**config.mk**
```make
export PLATFORM = sky130hd
export DESIGN_NAME = router_pkt_tx
export DESIGN_NICKNAME = d
export VERILOG_FILES = /design/src/rtl/router_pkt_tx.sv
export SDC_FILE = /design/constraint.sdc
export NUM_CORES = 1
export LEC_CHECK = 0
export ABC_AREA = 1
export ABC_CLOCK_PERIOD_IN_PS = 2300
export CORE_MARGIN = 2
export CORE_UTILIZATION = 40
export CTS_CLUSTER_DIAMETER = 200
export DETAILED_ROUTE_END_ITERATION = 12
export PLACE_DENSITY_LB_ADDON = 0.15
export SLEW_MARGIN = 20
export SYNTH_ARGS = -nofsm -noshare
export SYNTH_HDL_FRONTEND = slang
export SYNTH_SLANG_ARGS = --single-unit
```
**constraint.sdc**
```tcl
create_clock -name clk -period 2.3 [get_ports clk]
set_input_delay 0.345 -clock clk [delete_from_list [all_inputs] [get_ports clk]]
set_output_delay 0.345 -clock clk [all_outputs]
set_load 0.01 [all_outputs]
```
**src/rtl/router_pkt_tx.sv**
```systemverilog
// Router input-port packet source: buffers payload, then sends header/payload/parity.
// Optional ROUTER_TX_PARITY_INJECT_EN adds inj_err to send an inverted parity byte.
module router_pkt_tx #(
   parameter int DEPTH    = 64,
   parameter int IDLE_GAP = 2,
   localparam int PTR_W   = $clog2(DEPTH)
) (
   input  logic             clk,
   input  logic             resetn,
   input  logic             wr_en,
   input  logic [7:0]       wr_data,
   input  logic             start,
   input  logic [1:0]       dest,
   input  logic [5:0]       len,
   input  logic             busy,
`ifdef ROUTER_TX_PARITY_INJECT_EN
   input  logic             inj_err,
`endif
   output logic [7:0]       data_out,
   output logic             pkt_valid,
   output logic             tx_active,
   output logic             done,
   output logic             start_err,
   output logic             wr_ovf,
   output logic [PTR_W:0]   count
);

   localparam int GAP_W = $clog2(IDLE_GAP + 1);
   localparam logic [PTR_W:0] FULL = (PTR_W+1)'(DEPTH);
   localparam logic [GAP_W-1:0] GAP_INIT = GAP_W'(IDLE_GAP - 1);

   typedef enum logic [2:0] {IDLE, HDR, PLD, PAR, GAP} state_t;

   state_t             state, state_nx;
   logic [7:0]         mem [DEPTH];
   logic [PTR_W-1:0]   wr_ptr, rd_ptr;
   logic [5:0]         rem;
   logic [7:0]         parity;
   logic [7:0]         par_out;
   logic [GAP_W-1:0]   gap;
   logic               start_ok, start_bad, rd_en, wr_ok;

`ifdef ROUTER_TX_PARITY_INJECT_EN
   logic inj_q;
   assign par_out = inj_q ? ~parity : parity;
`else
   assign par_out = parity;
`endif

   always_ff @(posedge clk) begin
      if (!resetn) state <= IDLE;
      else         state <= state_nx;
   end

   always_comb begin
      state_nx = state;
      unique case (state)
         IDLE:     if (start_ok) state_nx = HDR;
         HDR, PLD: if (!busy) state_nx = (rem != '0) ? PLD : PAR;
         PAR:      if (!busy) state_nx = GAP;
         GAP:      if (gap == '0) state_nx = IDLE;
         default:  state_nx = IDLE;
      endcase
   end

   // Launch legality and buffer-side strobes for this cycle.
   always_comb begin
      start_ok  = 1'b0;
      start_bad = 1'b0;
      if (state == IDLE && start) begin
         if (dest != 2'd3 && len != '0 && (PTR_W+1)'(len) <= count)
            start_ok = 1'b1;
         else
            start_bad = 1'b1;
      end
      rd_en = (state == HDR || state == PLD) && !busy && rem != '0;
      wr_ok = wr_en && count != FULL;
   end

   always_ff @(posedge clk) begin
      if (wr_ok) mem[wr_ptr] <= wr_data;
   end

   always_ff @(posedge clk) begin
      if (!resetn) begin
         data_out  <= '0;
         pkt_valid <= 1'b0;
         tx_active <= 1'b0;
         done      <= 1'b0;
         start_err <= 1'b0;
         wr_ovf    <= 1'b0;
         count     <= '0;
         wr_ptr    <= '0;
         rd_ptr    <= '0;
         rem       <= '0;
         parity    <= '0;
         gap       <= '0;
`ifdef ROUTER_TX_PARITY_INJECT_EN
         inj_q     <= 1'b0;
`endif
      end else begin
         done      <= 1'b0;
         start_err <= start_bad;
         wr_ovf    <= wr_en && count == FULL;
         if (wr_ok) wr_ptr <= wr_ptr + 1'b1;
         if (rd_en) rd_ptr <= rd_ptr + 1'b1;
         unique case ({wr_ok, rd_en})
            2'b10:   count <= count + 1'b1;
            2'b01:   count <= count - 1'b1;
            default: ;
         endcase
         unique case (state)
            IDLE: if (start_ok) begin
               data_out  <= {len, dest};
               pkt_valid <= 1'b1;
               parity    <= {len, dest};
               rem       <= len;
               tx_active <= 1'b1;
`ifdef ROUTER_TX_PARITY_INJECT_EN
               inj_q     <= inj_err;
`endif
            end
            HDR, PLD: if (!busy) begin
               if (rem != '0) begin
                  data_out <= mem[rd_ptr];
                  parity   <= parity ^ mem[rd_ptr];
                  rem      <= rem - 1'b1;
               end else begin
                  data_out  <= par_out;
                  pkt_valid <= 1'b0;
               end
            end
            PAR: if (!busy) begin
               data_out <= '0;
               done     <= 1'b1;
               gap      <= GAP_INIT;
            end
            GAP: begin
               if (gap == '0) tx_active <= 1'b0;
               else           gap <= gap - 1'b1;
            end
            default: ;
         endcase
      end
   end

endmodule

```
==> results of run 1 <==
routing by layer:
layer  up-vias  GRT usage
met5         -          0
met4         0     0.0623
met3        99     0.0265
met2       410      0.341
met1      8266      0.288
li1       8157          -
cells by family (layout without fill, tap and decap cells):
logic type,after synthesis,count (layout),share of synthesized area
AO/OA/AOI/OAI,78,78,0.0174
XOR/XNOR,9,9,0.00325
adder cells (fa/ha/maj),12,12,0.00620
buffers and inverters,212,426,0.0453
flip-flops,569,569,0.682
AND/OR/NAND/NOR,1392,1392,0.246
what timing repair did:
action | 4_1_cts | 5_1_grt
endpoints found under the setup margin | 4 | 225
buffers inserted | 0 | 10
hold buffers | 0 | 0
resized for setup | 2 | 36
pin swaps | 2 | 10
cloned | 0 | 3
Yosys cell counts, types with 6 or more instances:
| cell type | n |
|---|---|
| clkbuf_1 | 12 |
| buf_1 | 12 |
| nor3_1 | 7 |
| a21oi_1 | 48 |
| inv_1 | 80 |
| o22ai_1 | 9 |
| nand3_1 | 469 |
| ha_1 | 12 |
| edfxtp_1 | 512 |
| nand4_1 | 11 |
| nor2_1 | 116 |
| dfxtp_1 | 57 |
| buf_2 | 66 |
| o21ai_0 | 13 |
| nand2_1 | 766 |
| buf_6 | 26 |
| inv_2 | 8 |
| buf_4 | 6 |
power by group through the flow:
stage                     Sequential, mW  Clock (mW)  Combinational [mW]
after global routing                11.8        10.1                8.17
after CTS                           11.8        9.76                7.04
after floorplan                     12.0           0                4.47
after global placement              12.0           0                6.95
final                               11.8        9.55                7.36
after detailed placement            12.0           0                7.01
layout make-up:
| cell class | count | area, um2 | share of cell area |
|---|---|---|---|
| Sequential cell | 569 | 16500 | 0.574 |
| Multi-Input combinational cell | 1491 | 6750 | 0.234 |
| Timing Repair Buffer | 227 | 2240 | 0.0779 |
| Clock buffer | 68 | 1530 | 0.0532 |
| Tap cell | 782 | 978 | 0.0340 |
| Clock inverter | 41 | 397 | 0.0138 |
| Inverter | 90 | 358 | 0.0124 |
how the worst max path moves through the flow:
stage          slack, ns          end    from  cells past startpoint
5_1_grt            -0.15     count[4]  rem[0]                     21
2_1_floorplan     -0.002     count[6]  rem[1]                     22
3_3_place_gp       -0.08     count[6]    busy                     16
6_report          -0.002     count[6]  rem[0]                     19
4_1_cts            -0.03     count[4]  rem[1]                     21
3_5_place_dp       -0.15  data_out[0]  len[2]                     13
per-stage QoR:
stage | utilization | total power, mW
2_1_floorplan | - | 16.5
3_3_place_gp | 0.442 | 19.0
3_5_place_dp | 0.442 | 19.0
4_1_cts | 0.474 | 28.6
5_1_grt | 0.479 | 30.1
6_report | 0.479 | 28.7
registers in the layout (all words and copies together), names as in the netlist, named ones only:
register,cells
mem,512
data_out,8
par_out,8
count,7
rd_ptr,6
rem,6
wr_ptr,6
state,3
gap,2
done,1
pkt_valid,1
start_err,1
tx_active,1
wr_ovf,1
worst reg2reg max path: stages, from the launching register on:
cell and delay [ns]:
dfxtp_2 0.31, inv_2 0.07, ha_4 0.14, inv_2 0.03, nor2_2 0.09, nand4_1 0.19, nand3_4 0.18, inv_4 0.05
ha_4 0.20, buf_4 0.16, xnor2_2 0.22, nor2_1 0.08, nand3_1 0.09, nand2_1 0.05, inv_1 0.06, nand2_1 0.05
nand2_1 0.05, nand2_1 0.06, nand2_2 0.06, a21oi_2 0.04
==> flow_metrics.py, run 1 <==
metrics = {
    "pwr": {
        "switching_share": 0.308,
        "clockPowerShare": 0.333,
        "p_leak_nw": 10.8,
        "pwr-share-comb": 0.257,
        "p_sw_mw": 8.83,
        "pwr-share-seq": 0.411,
        "p_per_area_nw_per_um2": 997,
        "p_int_mw": 19.9,
        "ir_drop_mv": 0.699,
    },
    "worst_setup_path": {
        "slowest_delay_ns": 0.31,
        "required_ns": 2.78,
        "regToRegStartpoint": "rem[0]",
        "path_cells": "inv_2, ha_4, inv_2, nor2_2, nand4_1, nand3_4, inv_4, ha_4, buf_4, xnor2_2, nor2_1, nand3_1, nand2_1, inv_1, nand2_1, nand2_1, nand2_1, nand2_2, a21oi_2",
        "r2r_slack_ns": -0.002,
        "crit_family": "simple AND/OR/NAND/NOR gates",
        "critPathLaunchType": "register",
        "setup.worst_path.class": "reg2reg",
        "slowest_stage": "dfxtp_2",
        "cp.arrival_ns": 2.78,
        "cp-end-kind": "register",
        "r2r_end": "count[6]",
        "reg2regPathDepth": 19,
        "path_max_fanout": 8,
        "crit_buf_inv": 5,
        "path_common_cell": "nand2_1",
    },
    "floorplanning": {
        "die_w_um": 250,
        "initial_core_util": 0.403,
        "io_pins": 41,
        "core_um2": 60100,
        "num_rows": 90,
        "die-height_um": 250,
        "die_area_um2": 62600,
    },
    "route": {
        "drc": 0,
        "highest_layer": "met4",
        "dr_wl_met2_um": 30800,
        "vias": 16932,
        "drt_iter0_drc": 1365,
        "met3_length_um": 3030,
        "drt-total-wl_um": 64900,
        "drtAntennaViolNets": 0,
        "wl_per_cell_um": 19.9,
        "dr.pass1.iters": 5,
        "wl_met1_um": 29600,
        "viasPerCell": 5.18,
    },
    "worst_hold_path": {
        "min_from": "wr_data[5]",
        "min_path_type": "in2reg",
        "holdPathStages": 1,
        "hold-path-endpoint": "mem[6][5]",
    },
    "placed_design": {
        "gp_congestion": 0.831,
        "dp_hpwl_um": 40300,
        "dp_cells": 3146,
        "port_buffers": 40,
        "placed_area_um2": 26600,
        "post-place-ws_ns": -0.154,
    },
    "finish": {
        "final_common_cell": "nand2_1",
        "fillers": 5550,
        "final_layout_size_suffix_gt1_frac": 0.142,
        "syn_to_final_growth_pct": 18.8,
        "antenna_cells": 0,
        "finalNetCount": 2471,
        "layout_common_cells": "nand2_1, edfxtp_1, nand3_1",
        "design_area_um2": 28800,
        "final_cell_count_no_fill": 3268,
    },
    "yosys": {
        "syn-num-nets": 2305,
        "yosys_warnings": 0,
        "synth.area.top_cells": "edfxtp_1, nand2_1, nand3_1",
        "yosys_register_bits": 569,
        "synthDominantCellAreaShare": 0.635,
        "synth_edf_count": 512,
        "synth_area_per_cell_um2": 10.7,
        "syn_inst": 2272,
        "synth_seq_area_share": 0.682,
        "synth_ff_type": "edfxtp_1",
        "synth.distinct_cells": 40,
        "syn-cell-area_um2": 24200,
        "synthArstFlopShare": 0,
        "synth_top_cell_by_area": "edfxtp_1",
    },
    "sta": {
        "rsz0062_at_grt": "yes",
        "slew_viol_final": 0,
        "skew_ns": 0.0265,
        "timing.final.crit_share": 1.00,
        "setup-tns-final_ns": -0.00216,
        "finalCriticalPeriod_ns": 2.30,
        "slew_headroom": 0.560,
        "finalWorstSetupSlack_ns": -0.00216,
        "max_freq_mhz": 434,
        "worst_pin_slew_ns": 0.660,
        "finalSetupViolCount": 1,
        "hold_slack_ns": 0.177,
        "finalHoldViolations": 0,
    },
    "outcome": {
        "violations": "negative setup slack",
        "status": "complete, but fails checks",
    },
    "grt": {
        "grtUsageTotal": 0.207,
        "antenna_found_initial": 0,
        "gr-total-overflow": 0,
        "grt_max_degree": 65,
        "grt_pass1_vias": 16944,
        "grt_first_pass_wirelength_um": 99600,
    },
    "cts": {
        "cts_tree": "done",
        "cts_sinks": 569,
        "cts_buffers": 59,
        "cts.htree.levels": 2,
        "cts_root_buf": "clkbuf_16",
        "path_clk_slew_ns": 0.06,
        "clock_latency_ns": 0.63,
        "clock_path_buffers": 3,
    },
    "run": {
        "cap_violations": 0,
    },
}
Note: power is estimated with default switching activity, not from simulation.
==> inputs of run 2 (changes only) <==
GPL_ROUTABILITY_DRIVEN = 0   (was default)
==> run 2 against run 1 <==
  * The flow now finishes without violations
  * Worst hold slack lost 0.0022 ns
  * Clock skew is 0.0012 ns lower
  * First-iteration DRC count rose by 11%
  * Largest power group unchanged
==> flow_metrics.py, run 2 (synthesis gave the netlist of run 1 again) <==
metrics = {
    "grt": {
        "grt_max_degree": 66,
        "grtUsageTotal": 0.212,
        "grt_first_pass_wirelength_um": 101000,
        "gr-total-overflow": 0,
        "antenna_found_initial": 0,
        "grt_pass1_vias": 16777,
    },
    "sta": {
        "finalCriticalPeriod_ns": 2.27,
        "finalHoldViolations": 0,
        "max_freq_mhz": 441,
        "worst_pin_slew_ns": 0.688,
        "timing.final.crit_share": 0.986,
        "rsz0062_at_grt": "yes",
        "slew_headroom": 0.541,
        "finalSetupViolCount": 0,
        "skew_ns": 0.0253,
        "setup-tns-final_ns": 0,
        "slew_viol_final": 0,
    },
    "route": {
        "dr.pass1.iters": 7,
        "vias": 17132,
        "drtAntennaViolNets": 0,
        "drt_iter0_drc": 1517,
        "drt-total-wl_um": 67200,
        "wl_per_cell_um": 20.5,
        "viasPerCell": 5.22,
        "drc": 0,
    },
    "worst_setup_path": {
        "setup.worst_path.class": "reg2reg",
        "r2r_slack_ns": 0.03,
        "cp-end-kind": "register",
        "path_max_fanout": 7,
        "cp.arrival_ns": 2.79,
        "critPathLaunchType": "register",
        "required_ns": 2.83,
    },
    "pwr": {
        "p_per_area_nw_per_um2": 997,
        "p_int_mw": 19.9,
        "p_sw_mw": 8.94,
        "pwr-share-seq": 0.407,
        "switching_share": 0.310,
        "p_total_mw": 28.9,
        "clockPowerShare": 0.330,
        "ir_drop_mv": 0.701,
        "pwr-share-comb": 0.263,
        "p_leak_nw": 10.9,
    },
    "cts": {
        "cts_tree": "done",
        "cts_buffers": 60,
        "cts.htree.levels": 2,
        "clock_path_buffers": 3,
        "cts_sinks": 569,
        "clock_latency_ns": 0.64,
        "cts-hold-fix-buffers": 0,
        "cts_root_buf": "clkbuf_16",
        "path_clk_slew_ns": 0.06,
    },
    "finish": {
        "antenna_cells": 0,
        "final_layout_size_suffix_gt1_frac": 0.147,
        "top_register": "mem",
        "design_area_um2": 28900,
        "layout_common_cells": "nand2_1, edfxtp_1, nand3_1",
        "largest_register_ffs": 512,
        "final_util": 0.481,
        "final_common_cell": "nand2_1",
        "syn_to_final_growth_pct": 19.4,
        "finalNetCount": 2481,
    },
    "floorplanning": {
        "initial_core_util": 0.403,
        "die-height_um": 250,
        "die_w_um": 250,
        "io_pins": 41,
        "core_um2": 60100,
        "num_rows": 90,
        "die_area_um2": 62600,
    },
    "worst_hold_path": {
        "min_path_type": "in2reg",
    },
    "placed_design": {
        "port_buffers": 40,
        "placed_area_um2": 26500,
        "dp_hpwl_um": 42100,
    },
    "outcome": {
        "status": "finished clean",
    },
    "run": {
        "cap_violations": 0,
    },
}
==> run 2: cell count changes in the layout (fill, tap and decap cells not counted), sizes merged <==
cell | previous run | this run
bufinv | 7 | 6
buf | 192 | 197
clkbuf | 71 | 84
clkinv | 30 | 26
clkinvlp | 3 | 1
==> run 2: cell type report <==
cell class | count | area (um2)
fill | 5542 | 31200
sequential | 569 | 16500
multi-input combinational | 1491 | 6860
timing repair buffer | 235 | 2290
clock buffer | 78 | 1580
tap | 782 | 978
inverter | 90 | 355
clock inverter | 33 | 335
timing repair inverter | 1 | 8.76
==> run 2: final timing paths <==
path,startpoint,endpoint,cells after the start
setup / recovery,rem[0],count[5],17
hold / removal,wr_data[2],mem[22][2],1
setup reg to reg,rem[0],count[5],17
hold reg to reg,pkt_valid,pkt_valid,2
==> run 2: power by group through the flow <==
stage	combinational [mW]	clock [mW]	sequential (mW)
floorplan	4.47	0	12.0
global placement	6.94	0	12.0
detailed placement	6.97	0	12.0
CTS	7.04	9.69	11.8
global route	8.42	10.1	11.8
finish	7.59	9.52	11.8
==> run 2: per-layer routing <==
metal | global-route usage | vias up | routed length, um
met3 | 0.0309 | 89 | 3640
met2 | 0.338 | 478 | 31500
li1 | - | 8187 | -
met1 | 0.302 | 8378 | 30500
met5 | 0 | - | 0
met4 | 0.0607 | 0 | 1620
==> run 2: worst max-delay path, stage by stage (launching register included) <==
cell	delay [ns]
dfxtp_2	0.31
inv_2	0.06
ha_4	0.13
inv_2	0.04
nor2_4	0.07
nand4_1	0.19
nand3_4	0.14
inv_4	0.05
ha_4	0.19
buf_4	0.15
xnor2_2	0.13
buf_4	0.14
nor2_1	0.13
nand3_1	0.12
nand4_1	0.11
nand3_1	0.08
nand2_1	0.07
inv_1	0.04
==> run 2: through the flow <==
| stage | hold slack [ns] | setup slack (ns) | instances |
|---|---|---|---|
| floorplan | 0.444 | -0.00179 | 2272 |
| finish | 0.175 | 0.0333 | 3279 |
| detailed placement | 0.466 | -0.226 | 3146 |
| CTS | 0.154 | 0.00228 | 3258 |
| global route | 0.171 | -0.184 | 3279 |
| global placement | 0.456 | -0.213 | 3146 |
==> run 2: timing repair <==
action | in CTS | in global routing
pin swaps | 7 | 6
gates cloned | 0 | 7
gates resized for setup | 5 | 54
setup buffers | 1 | 14
setup endpoints to repair | 10 | 23
==> inputs of run 3 (changes only) <==
CORE_UTILIZATION = 50   (was 40)
PLACE_DENSITY = 0.66   (was default)
PLACE_DENSITY_LB_ADDON = default   (was 0.15)
==> run 3 against run 2 <==
  * The run now ends with negative setup slack left
  * Via count up 1.6%
  * Core utilization up 11 points
  * Combinational power fell by 2.8%
  * Register-to-register slack worse by 0.03 ns
  * Worst hold slack improved by 0.017 ns
  * Total power shrank 1.1%
  * Largest cell class unchanged
  * Highest routed layer unchanged
==> flow_metrics.py, run 3 (synthesis gave the netlist of run 1 again) <==
metrics = {
    "sta": {
        "finalSetupViolCount": 1,
        "skew_ns": 0.0292,
        "finalCriticalPeriod_ns": 2.30,
        "rsz0062_at_grt": "yes",
        "finalHoldViolations": 0,
        "slew_headroom": 0.541,
        "finalWorstSetupSlack_ns": -0.0000104,
        "timing.final.crit_share": 1.00,
        "slew_viol_final": 0,
        "worst_pin_slew_ns": 0.688,
        "max_freq_mhz": 435,
    },
    "route": {
        "drt-total-wl_um": 63300,
        "dr_wl_met2_um": 29800,
        "drt_iter0_drc": 1929,
        "vias": 17399,
        "highest_layer": "met4",
        "dr.pass1.iters": 6,
        "wl_per_cell_um": 20.5,
        "drc": 0,
        "wl_met1_um": 26400,
        "viasPerCell": 5.64,
        "drtAntennaViolNets": 0,
        "met3_length_um": 5070,
    },
    "cts": {
        "cts_root_buf": "clkbuf_16",
        "cts_buffers": 57,
        "cts-hold-fix-buffers": 0,
        "clock_path_buffers": 3,
        "path_clk_slew_ns": 0.06,
        "clock_latency_ns": 0.64,
        "cts.htree.levels": 2,
        "cts_tree": "done",
        "cts_sinks": 569,
    },
    "finish": {
        "finalNetCount": 2456,
        "final_util": 0.595,
        "largest_register_ffs": 512,
        "seqCellArea_um2": 16500,
        "fillers": 3770,
        "antenna_cells": 0,
        "syn_to_final_growth_pct": 17.3,
        "layout_common_cells": "nand2_1, edfxtp_1, nand3_1",
        "final_common_cell": "nand2_1",
        "top_register": "mem",
        "final_layout_size_suffix_gt1_frac": 0.129,
        "multi_input_area_um2": 6710,
        "final_cell_count_no_fill": 3087,
    },
    "worst_setup_path": {
        "cp.arrival_ns": 2.65,
        "slowest_stage": "dfxtp_1",
        "required_ns": 2.65,
        "setup.worst_path.class": "reg2reg",
        "cp-end-kind": "register",
        "critPathLaunchType": "register",
        "path_max_fanout": 6,
        "slowest_delay_ns": 0.45,
        "path_cells": "nor2_1, nand4_1, nand2_1, buf_4, nor2_1, nand3_1, buf_4, nor2_1, buf_4",
    },
    "placed_design": {
        "port_buffers": 40,
        "dp_hpwl_um": 36700,
        "dp_cells": 2959,
    },
    "floorplanning": {
        "core_um2": 47700,
        "die_w_um": 224,
        "die_area_um2": 50200,
        "initial_core_util": 0.507,
        "die-height_um": 224,
        "num_rows": 80,
        "io_pins": 41,
    },
    "outcome": {
        "violations": "negative setup slack",
        "status": "complete, but fails checks",
    },
    "pwr": {
        "p_total_mw": 28.5,
        "p_leak_nw": 10.7,
        "p_per_area_nw_per_um2": 1000,
        "ir_drop_mv": 0.756,
    },
    "grt": {
        "grt_first_pass_wirelength_um": 93100,
        "grt_pass1_vias": 16554,
        "antenna_found_initial": 0,
        "gr-total-overflow": 0,
        "grt_max_degree": 77,
        "grtUsageTotal": 0.242,
    },
    "worst_hold_path": {
        "min_path_type": "in2reg",
    },
    "run": {
        "cap_violations": 0,
    },
}
## run 3: power breakdown
group	total (mW)	switching (mW)	internal, mW
Sequential	11.8	0.236	11.6
Combinational	7.38	4.69	2.70
Clock	9.34	3.89	5.45
Total	28.5	8.82	19.7
## run 3: final cells by class
type,count,area share
clock inverters,33,0.0126
well taps,615,0.0271
multi-input cells,1491,0.236
repair buffers,214,0.0767
inverters,90,0.0123
flip-flops and latches,569,0.582
clock buffers,75,0.0536
## run 3: layer usage
metal  vias up  global-route usage
li1       8143                   -
met1      8383               0.339
met2       744               0.389
met3       129              0.0329
met4         0              0.0914
met5         -                   0
## run 3: path summary, 6_finish.rpt
| path | startpoint | endpoint | slack (ns) | cells after the start |
|---|---|---|---|---|
| worst min register to register | pkt_valid | pkt_valid | 0.46 | 2 |
| worst min-delay path | wr_data[5] | mem[38][5] | 0.19 | 1 |
| worst max register to register | count[4] | mem[19][2] | -0.00001 | 9 |
| worst max-delay path | count[4] | mem[19][2] | -0.00001 | 9 |
## run 3: repair_timing
item                       4_1_cts  5_1_grt
buffers inserted                 2        9
pin swaps                        2       11
resized for setup                2       24
gates cloned                     0        8
setup endpoints to repair        2       52
## run 3: metrics by stage
| stage | TNS, ns | instance area (um2) | setup slack, ns | hold WS (ns) |
|---|---|---|---|---|
| floorplan | -0.00179 | 24300 | -0.00179 | 0.444 |
| global route | -2.28 | 28400 | -0.119 | 0.205 |
| global placement | -4.11 | 26100 | -0.117 | 0.456 |
| detailed placement | -6.65 | 26100 | -0.145 | 0.454 |
| CTS | 0 | 28000 | 0.00162 | 0.229 |
| finish | -0.0000104 | 28400 | -0.0000104 | 0.191 |
## run 3: worst max-delay path, delay by kind of cell (launching register included)
family                 cells  cell delay, ns
flip-flops                 1            0.45
AND/OR/NAND/NOR            6            0.95
buffers and inverters      3            0.62
